File: config.mk
export PLATFORM = sky130hd
export DESIGN_NAME = lsu_ctrl
export DESIGN_NICKNAME = d
export VERILOG_FILES = /design/src/rtl/lsu_ctrl_pkg.sv /design/src/rtl/lsu_align.sv /design/src/rtl/lsu_ctrl.sv
export SDC_FILE = /design/constraint.sdc
export NUM_CORES = 1
export LEC_CHECK = 0
export BUFFER_PORTS_ARGS = -buffer_cell sky130_fd_sc_hd__buf_2
export CAP_MARGIN = 5
export CORE_UTILIZATION = 30
export CTS_BUF_LIST = sky130_fd_sc_hd__clkbuf_8
export CTS_CLUSTER_SIZE = 16
export DETAILED_ROUTE_END_ITERATION = 10
export HOLD_SLACK_MARGIN = 0.15
export PLACE_DENSITY = 0.51
export SYNTH_ARGS = -nofsm -noshare
export SYNTH_HDL_FRONTEND = slang
export SYNTH_HIERARCHICAL = 1
export SYNTH_SLANG_ARGS = --single-unit
File: constraint.sdc
create_clock -name clk -period 3.4 [get_ports clk]
set_input_delay 0.68 -clock clk [delete_from_list [all_inputs] [get_ports clk]]
set_output_delay 0.68 -clock clk [all_outputs]
set_load 0.01 [all_outputs]
File: src/rtl/lsu_ctrl_pkg.sv
// lsu_ctrl_pkg: shared definitions for the load/store unit controller.
//   - Shared defines: `WORD_WIDTH (data/address width) and the access size
//     encodings `LSU_SIZE_B / `LSU_SIZE_H / `LSU_SIZE_W. They live here, in
//     the file compiled first, so every other file sees one definition.
//   - lsu_state_e: controller FSM states.
//   - is_misaligned / align_low: size-dependent alignment helpers.
// Optional feature macro used by lsu_ctrl: LSU_MISALIGN_TRAP_EN.

`ifndef LSU_DEFINES_DONE
`define LSU_DEFINES_DONE
`define WORD_WIDTH 32
`define LSU_SIZE_B 2'd0
`define LSU_SIZE_H 2'd1
`define LSU_SIZE_W 2'd2
`endif

package lsu_ctrl_pkg;

    typedef enum logic [2:0] {
        StIdle,
        StLoad,
        StStore,
        StRmwRd,
        StRmwWr
    } lsu_state_e;

    // Reserved size 3 behaves like a word access.
    function automatic logic is_misaligned(input logic [1:0] size, input logic [1:0] lo);
        case (size)
            `LSU_SIZE_B: return 1'b0;
            `LSU_SIZE_H: return lo[0];
            default:     return |lo;
        endcase
    endfunction

    // Drop the address bits below the access size.
    function automatic logic [1:0] align_low(input logic [1:0] size, input logic [1:0] lo);
        case (size)
            `LSU_SIZE_B: return lo;
            `LSU_SIZE_H: return {lo[1], 1'b0};
            default:     return 2'b00;
        endcase
    endfunction

endpackage

File: src/rtl/lsu_align.sv
// lsu_align: combinational lane handling for the load/store unit.
//   Loads : pick the byte/half lane out of the read word and sign- or
//           zero-extend it into load_data.
//   Stores: merge the right-justified byte/half of wdata into its lane of
//           rdata, giving the full word to write back in merged.
// Ports:
//   size        in  2  access size (0 byte, 1 half, 2/3 word)
//   is_unsigned in  1  zero-extend loads
//   lane        in  2  address low bits (little-endian lane select)
//   rdata       in  W  word read from memory
//   wdata       in  W  store data, right-justified
//   load_data   out W  extended load result
//   merged      out W  read word with the store lane replaced

module lsu_align
    import lsu_ctrl_pkg::*;
#(
    parameter int unsigned W = `WORD_WIDTH
) (
    input  logic [1:0]   size,
    input  logic         is_unsigned,
    input  logic [1:0]   lane,
    input  logic [W-1:0] rdata,
    input  logic [W-1:0] wdata,
    output logic [W-1:0] load_data,
    output logic [W-1:0] merged
);

    logic [7:0]  byte_v;
    logic [15:0] half_v;

    always_comb begin
        byte_v    = 8'h00;
        half_v    = 16'h0000;
        load_data = rdata;
        merged    = rdata;
        case (size)
            `LSU_SIZE_B: begin
                byte_v    = rdata[{lane, 3'b000} +: 8];
                load_data = {{(W-8){~is_unsigned & byte_v[7]}}, byte_v};
                merged[{lane, 3'b000} +: 8] = wdata[7:0];
            end
            `LSU_SIZE_H: begin
                half_v    = rdata[{lane[1], 4'b0000} +: 16];
                load_data = {{(W-16){~is_unsigned & half_v[15]}}, half_v};
                merged[{lane[1], 4'b0000} +: 16] = wdata[15:0];
            end
            default: begin
                load_data = rdata;
                merged    = wdata;
            end
        endcase
    end

endmodule

File: src/rtl/lsu_ctrl.sv
// lsu_ctrl: multi-cycle load/store unit controller toward a word-wide data
// memory with combinational reads and posedge-committed writes.
//   Loads take 2 cycles (accept, read, respond); word stores 2 cycles;
//   byte/half stores use read-modify-write and take 3 cycles.
// Ports:
//   clk, rst                 clock, synchronous active-high reset
//   req_valid/we/size/unsigned/addr/wdata   request (sampled in idle only)
//   busy                     high while a request is in flight
//   resp_valid, resp_data    completion pulse and extended load result
//   addr_err                 misalignment pulse (trap build only, else 0)
//   mem_read_en/addr/data    word read port (data combinational)
//   mem_write_en/addr/data   word write port
// Build option: define LSU_MISALIGN_TRAP_EN to reject misaligned requests
// with an addr_err pulse; otherwise the address is truncated to the size.

module lsu_ctrl
    import lsu_ctrl_pkg::*;
#(
    parameter int unsigned W = `WORD_WIDTH
) (
    input  logic         clk,
    input  logic         rst,
    input  logic         req_valid,
    input  logic         req_we,
    input  logic [1:0]   req_size,
    input  logic         req_unsigned,
    input  logic [W-1:0] req_addr,
    input  logic [W-1:0] req_wdata,
    output logic         busy,
    output logic         resp_valid,
    output logic [W-1:0] resp_data,
    output logic         addr_err,
    output logic         mem_read_en,
    output logic [W-1:0] mem_read_addr,
    input  logic [W-1:0] mem_read_data,
    output logic         mem_write_en,
    output logic [W-1:0] mem_write_addr,
    output logic [W-1:0] mem_write_data
);

    lsu_state_e   state_q, state_d;
    logic [1:0]   size_q, size_d;
    logic         uns_q, uns_d;
    logic [W-1:0] addr_q, addr_d;
    // Holds the store data, then the merged word during read-modify-write.
    logic [W-1:0] data_q, data_d;
    logic         resp_valid_q, resp_valid_d;
    logic [W-1:0] resp_data_q, resp_data_d;
    logic         trap;
    logic [W-1:0] load_data;
    logic [W-1:0] merged;

`ifdef LSU_MISALIGN_TRAP_EN
    logic addr_err_q, addr_err_d;
    assign trap     = is_misaligned(req_size, req_addr[1:0]);
    assign addr_err = addr_err_q;
`else
    assign trap     = 1'b0;
    assign addr_err = 1'b0;
`endif

    lsu_align #(
        .W(W)
    ) u_align (
        .size        (size_q),
        .is_unsigned (uns_q),
        .lane        (addr_q[1:0]),
        .rdata       (mem_read_data),
        .wdata       (data_q),
        .load_data   (load_data),
        .merged      (merged)
    );

    always_comb begin
        state_d      = state_q;
        size_d       = size_q;
        uns_d        = uns_q;
        addr_d       = addr_q;
        data_d       = data_q;
        resp_valid_d = 1'b0;
        resp_data_d  = resp_data_q;
`ifdef LSU_MISALIGN_TRAP_EN
        addr_err_d   = 1'b0;
`endif
        case (state_q)
            StIdle: begin
                if (req_valid && trap) begin
`ifdef LSU_MISALIGN_TRAP_EN
                    addr_err_d = 1'b1;
`endif
                end else if (req_valid) begin
                    size_d = req_size;
                    uns_d  = req_unsigned;
                    addr_d = {req_addr[W-1:2], align_low(req_size, req_addr[1:0])};
                    data_d = req_wdata;
                    if (!req_we) begin
                        state_d = StLoad;
                    end else if (req_size == `LSU_SIZE_B || req_size == `LSU_SIZE_H) begin
                        state_d = StRmwRd;
                    end else begin
                        state_d = StStore;
                    end
                end
            end
            StLoad: begin
                resp_data_d  = load_data;
                resp_valid_d = 1'b1;
                state_d      = StIdle;
            end
            StStore: begin
                resp_valid_d = 1'b1;
                state_d      = StIdle;
            end
            StRmwRd: begin
                data_d  = merged;
                state_d = StRmwWr;
            end
            StRmwWr: begin
                resp_valid_d = 1'b1;
                state_d      = StIdle;
            end
            default: begin
                state_d = StIdle;
            end
        endcase
    end

    always_ff @(posedge clk) begin
        if (rst) begin
            state_q      <= StIdle;
            size_q       <= 2'b00;
            uns_q        <= 1'b0;
            addr_q       <= '0;
            data_q       <= '0;
            resp_valid_q <= 1'b0;
            resp_data_q  <= '0;
`ifdef LSU_MISALIGN_TRAP_EN
            addr_err_q   <= 1'b0;
`endif
        end else begin
            state_q      <= state_d;
            size_q       <= size_d;
            uns_q        <= uns_d;
            addr_q       <= addr_d;
            data_q       <= data_d;
            resp_valid_q <= resp_valid_d;
            resp_data_q  <= resp_data_d;
`ifdef LSU_MISALIGN_TRAP_EN
            addr_err_q   <= addr_err_d;
`endif
        end
    end

    assign busy           = (state_q != StIdle);
    assign resp_valid     = resp_valid_q;
    assign resp_data      = resp_data_q;
    assign mem_read_en    = (state_q == StLoad) || (state_q == StRmwRd);
    assign mem_read_addr  = {addr_q[W-1:2], 2'b00};
    // Reset in a write cycle abandons the request before memory commits it.
    assign mem_write_en   = ((state_q == StStore) || (state_q == StRmwWr)) && !rst;
    assign mem_write_addr = {addr_q[W-1:2], 2'b00};
    assign mem_write_data = data_q;

endmodule
==> flow_summary.json <==
{
  "status": "completed",
  "clk_path_buf_depth": 2,
  "cts_resized": 0,
  "synth_top_area_share_pct": 34.2,
  "finalMaxSlewViolations": 0,
  "clock_latency_ns": 0.39,
  "fin_crit_ns": 2.63,
  "drt-vias-per-instance": 5.07,
  "std_cell_rows": 51,
  "syn_area_um2": 6020,
  "power_mw": 2.89,
  "slowest_delay_ns": 0.54,
  "route.detailed.drc": 0,
  "maxSlewHeadroom_pct": 44.6,
  "drt_iter0_drc": 437,
  "vdd.ir_drop.worst_mv": 0.190,
  "tightest_slew_ns": 0.831,
  "hold_path_class": "flip-flop to flip-flop",
  "cts_max_level": 3,
  "cts_setup_buffers": 0,
  "numPortBuffers": 230,
  "path_clk_slew_ns": 0.10,
  "place_congestion": 0.890,
  "cts_tree": "done",
  "ant_nets": 0,
  "dieArea_um2": 20700,
  "yosysMostFrequentCell": "nand2_1",
  "synth_cells": 828,
  "synth_area_leader_cell": "dfxtp_1",
  "startpoint_type": "flip-flop",
  "fin_ws_ns": 0.768,
  "drt-pass1-iter-count": 6,
  "die_h_um": 144,
  "period_share_pct": 77.4,
  "netlist_top_cells_area": "dfxtp_1 (34%), nand2_1 (17%), buf_4 (8.2%)",
  "synth-edff-count": 0,
  "syn_to_final_growth_pct": 17.0,
  "grt_pass1_vias": 5502,
  "leakage_nw": 3.14,
  "overflow": 0,
  "required_ns": 3.70,
  "worstPathCellList": "inv_1 -> ha_1 -> or4b_1 -> nor3_2 -> a221o_1 -> nor2_1 -> a311oi_1",
  "drive_gt1_share_pct": 29.8,
  "cts_buffers": 9,
  "fin_tns_setup_ns": 0,
  "synth_common_cells": "nand2_1 (274), dfxtp_1 (103), a21oi_1 (96), buf_4 (66), nor2_1 (42)",
  "ys_seq_elements": 103,
  "ys.flop_type": "dfxtp_1",
  "worstSetupPathType": "flip-flop to flip-flop",
  "grt_usage_pct": 20.5,
  "cp.arrival_ns": 2.93,
  "ys_seq_area_share_pct": 34.2,
  "power_per_cell_area_nw_per_um2": 411,
  "root_buffer": "clkbuf_8",
  "setup_viol": 0,
  "dp_hpwl_um": 15300,
  "endpoint_kind": "flip-flop",
  "crit_slowest_cell": "or4b_1",
  "ys_types": 47,
  "dieWidth_um": 144,
  "grt_antenna_before_repair": 3,
  "wl_per_cell_um": 17.6,
  "finalWirelength_um": 21600,
  "design.core.area_um2": 19600,
  "yosysWarnings": 6,
  "avgSynthCellArea_um2": 7.28,
  "nets": 1060,
  "cts.sinks": 103,
  "maxCapViolations": 0,
  "start_util_pct": 30.8,
  "dp_slack_ns": 0.848,
  "vias": 6205,
  "async_reset_ff_share_pct": 0,
  "grt_pass1_wl_um": 31900,
  "ios": 236,
  "rsz0062_at_grt": "false",
  "holdBufCountCts": 0,
  "cp_max_fo": 8,
  "finClkSkew_ns": 0.00753,
  "grt_max_degree": 74,
  "hold_violations": 0,
  "fmax_mhz": 380
}
## sequential cells by signal, indices dropped and copies added, names as in the netlist
name and flops:
resp_valid 1, mem_write_data 32, uns_q 1, size_q 2, addr_q 32, resp_data 32
state_q 3
## metal layers
metal | global-route usage (%) | up-vias | routed length [um]
li1 | - | 3013 | -
met2 | 32.9 | 284 | 9850
met1 | 26.6 | 2884 | 9560
met5 | 0 | - | 8
met4 | 6.66 | 2 | 390
met3 | 5.43 | 22 | 1780
## critical path: cells and delay by family, from the launching register on
kind / cells / cell delay (ns)
AO/OA/AOI/OAI: 2 / 0.52
adder cells (fa/ha/maj): 1 / 0.34
buffers and inverters: 1 / 0.14
flip-flops: 1 / 0.52
AND/OR/NAND/NOR: 3 / 1.02
## cell usage in the layout (no fill, tap or decap), types with 6 or more instances in the layout
cell type | netlist | layout
nand2b_1 | 7 | 7
a221o_1 | 13 | 13
nor2_1 | 42 | 42
mux2i_1 | 7 | 7
o21ai_0 | 23 | 23
a21oi_1 | 96 | 96
dfxtp_1 | 103 | 102
a211o_1 | 7 | 7
a222oi_1 | 8 | 8
mux2_2 | 7 | 7
a22o_1 | 15 | 15
a21oi_2 | 10 | 10
buf_4 | 66 | 9
a311oi_1 | 32 | 32
buf_2 | 26 | 229
inv_1 | 5 | 6
nand2_1 | 274 | 274
clkbuf_8 | 0 | 9
## report_power, final
part | switching (mW) | internal [mW] | total [mW]
Sequential | 0.0785 | 1.28 | 1.36
Combinational | 0.405 | 0.269 | 0.674
Clock | 0.453 | 0.410 | 0.863
## kinds of logic (layout without fill, tap and decap cells)
logic type      Yosys count  after routing  synth area share, %
xor+xnor                  1              1                0.145
fa+ha+maj                 5              5                 1.04
other cells               1              7               0.0622
compound gates          216            216                 24.5
buf+inv                 136            261                 13.5
mux                      14             14                 2.47
simple gates            352            352                 24.0
flops                   103            103                 34.2
## metrics by stage
step                      utilization (%)  area, um2  hold WS [ns]  cells
after floorplan                         -       6040         0.431    832
after global placement               34.9       6830         0.443   1206
after detailed placement             34.9       6830         0.444   1206
after CTS                            35.9       7040         0.455   1222
after global routing                 36.0       7040         0.475   1223
final                                36.0       7050         0.455   1224
## path summary, 6_finish.rpt
check	from	endpoint	slack [ns]	cells past startpoint
min reg2reg	resp_data[14]$_SDFFE_PP0P_	resp_data[14]$_SDFFE_PP0P_	0.46	2
min	resp_data[14]$_SDFFE_PP0P_	resp_data[14]$_SDFFE_PP0P_	0.46	2
max	addr_q[0]$_SDFFE_PP0P_	mem_write_data[25]$_SDFFE_PP0P_	0.77	7
max reg2reg	addr_q[0]$_SDFFE_PP0P_	mem_write_data[25]$_SDFFE_PP0P_	0.77	7
## area by class of cell
type | count | area, um2
Multi-Input combinational cell | 593 | 3180
Inverter | 6 | 22.5
Tap cell | 265 | 332
Timing Repair Buffer | 239 | 1230
Clock buffer | 9 | 124
Antenna cell | 2 | 5.00
Sequential cell | 103 | 2060
Clock inverter | 7 | 88.8
Fill cell | 2203 | 12500
No activity file was read; power rests on OpenSTA's default activity.
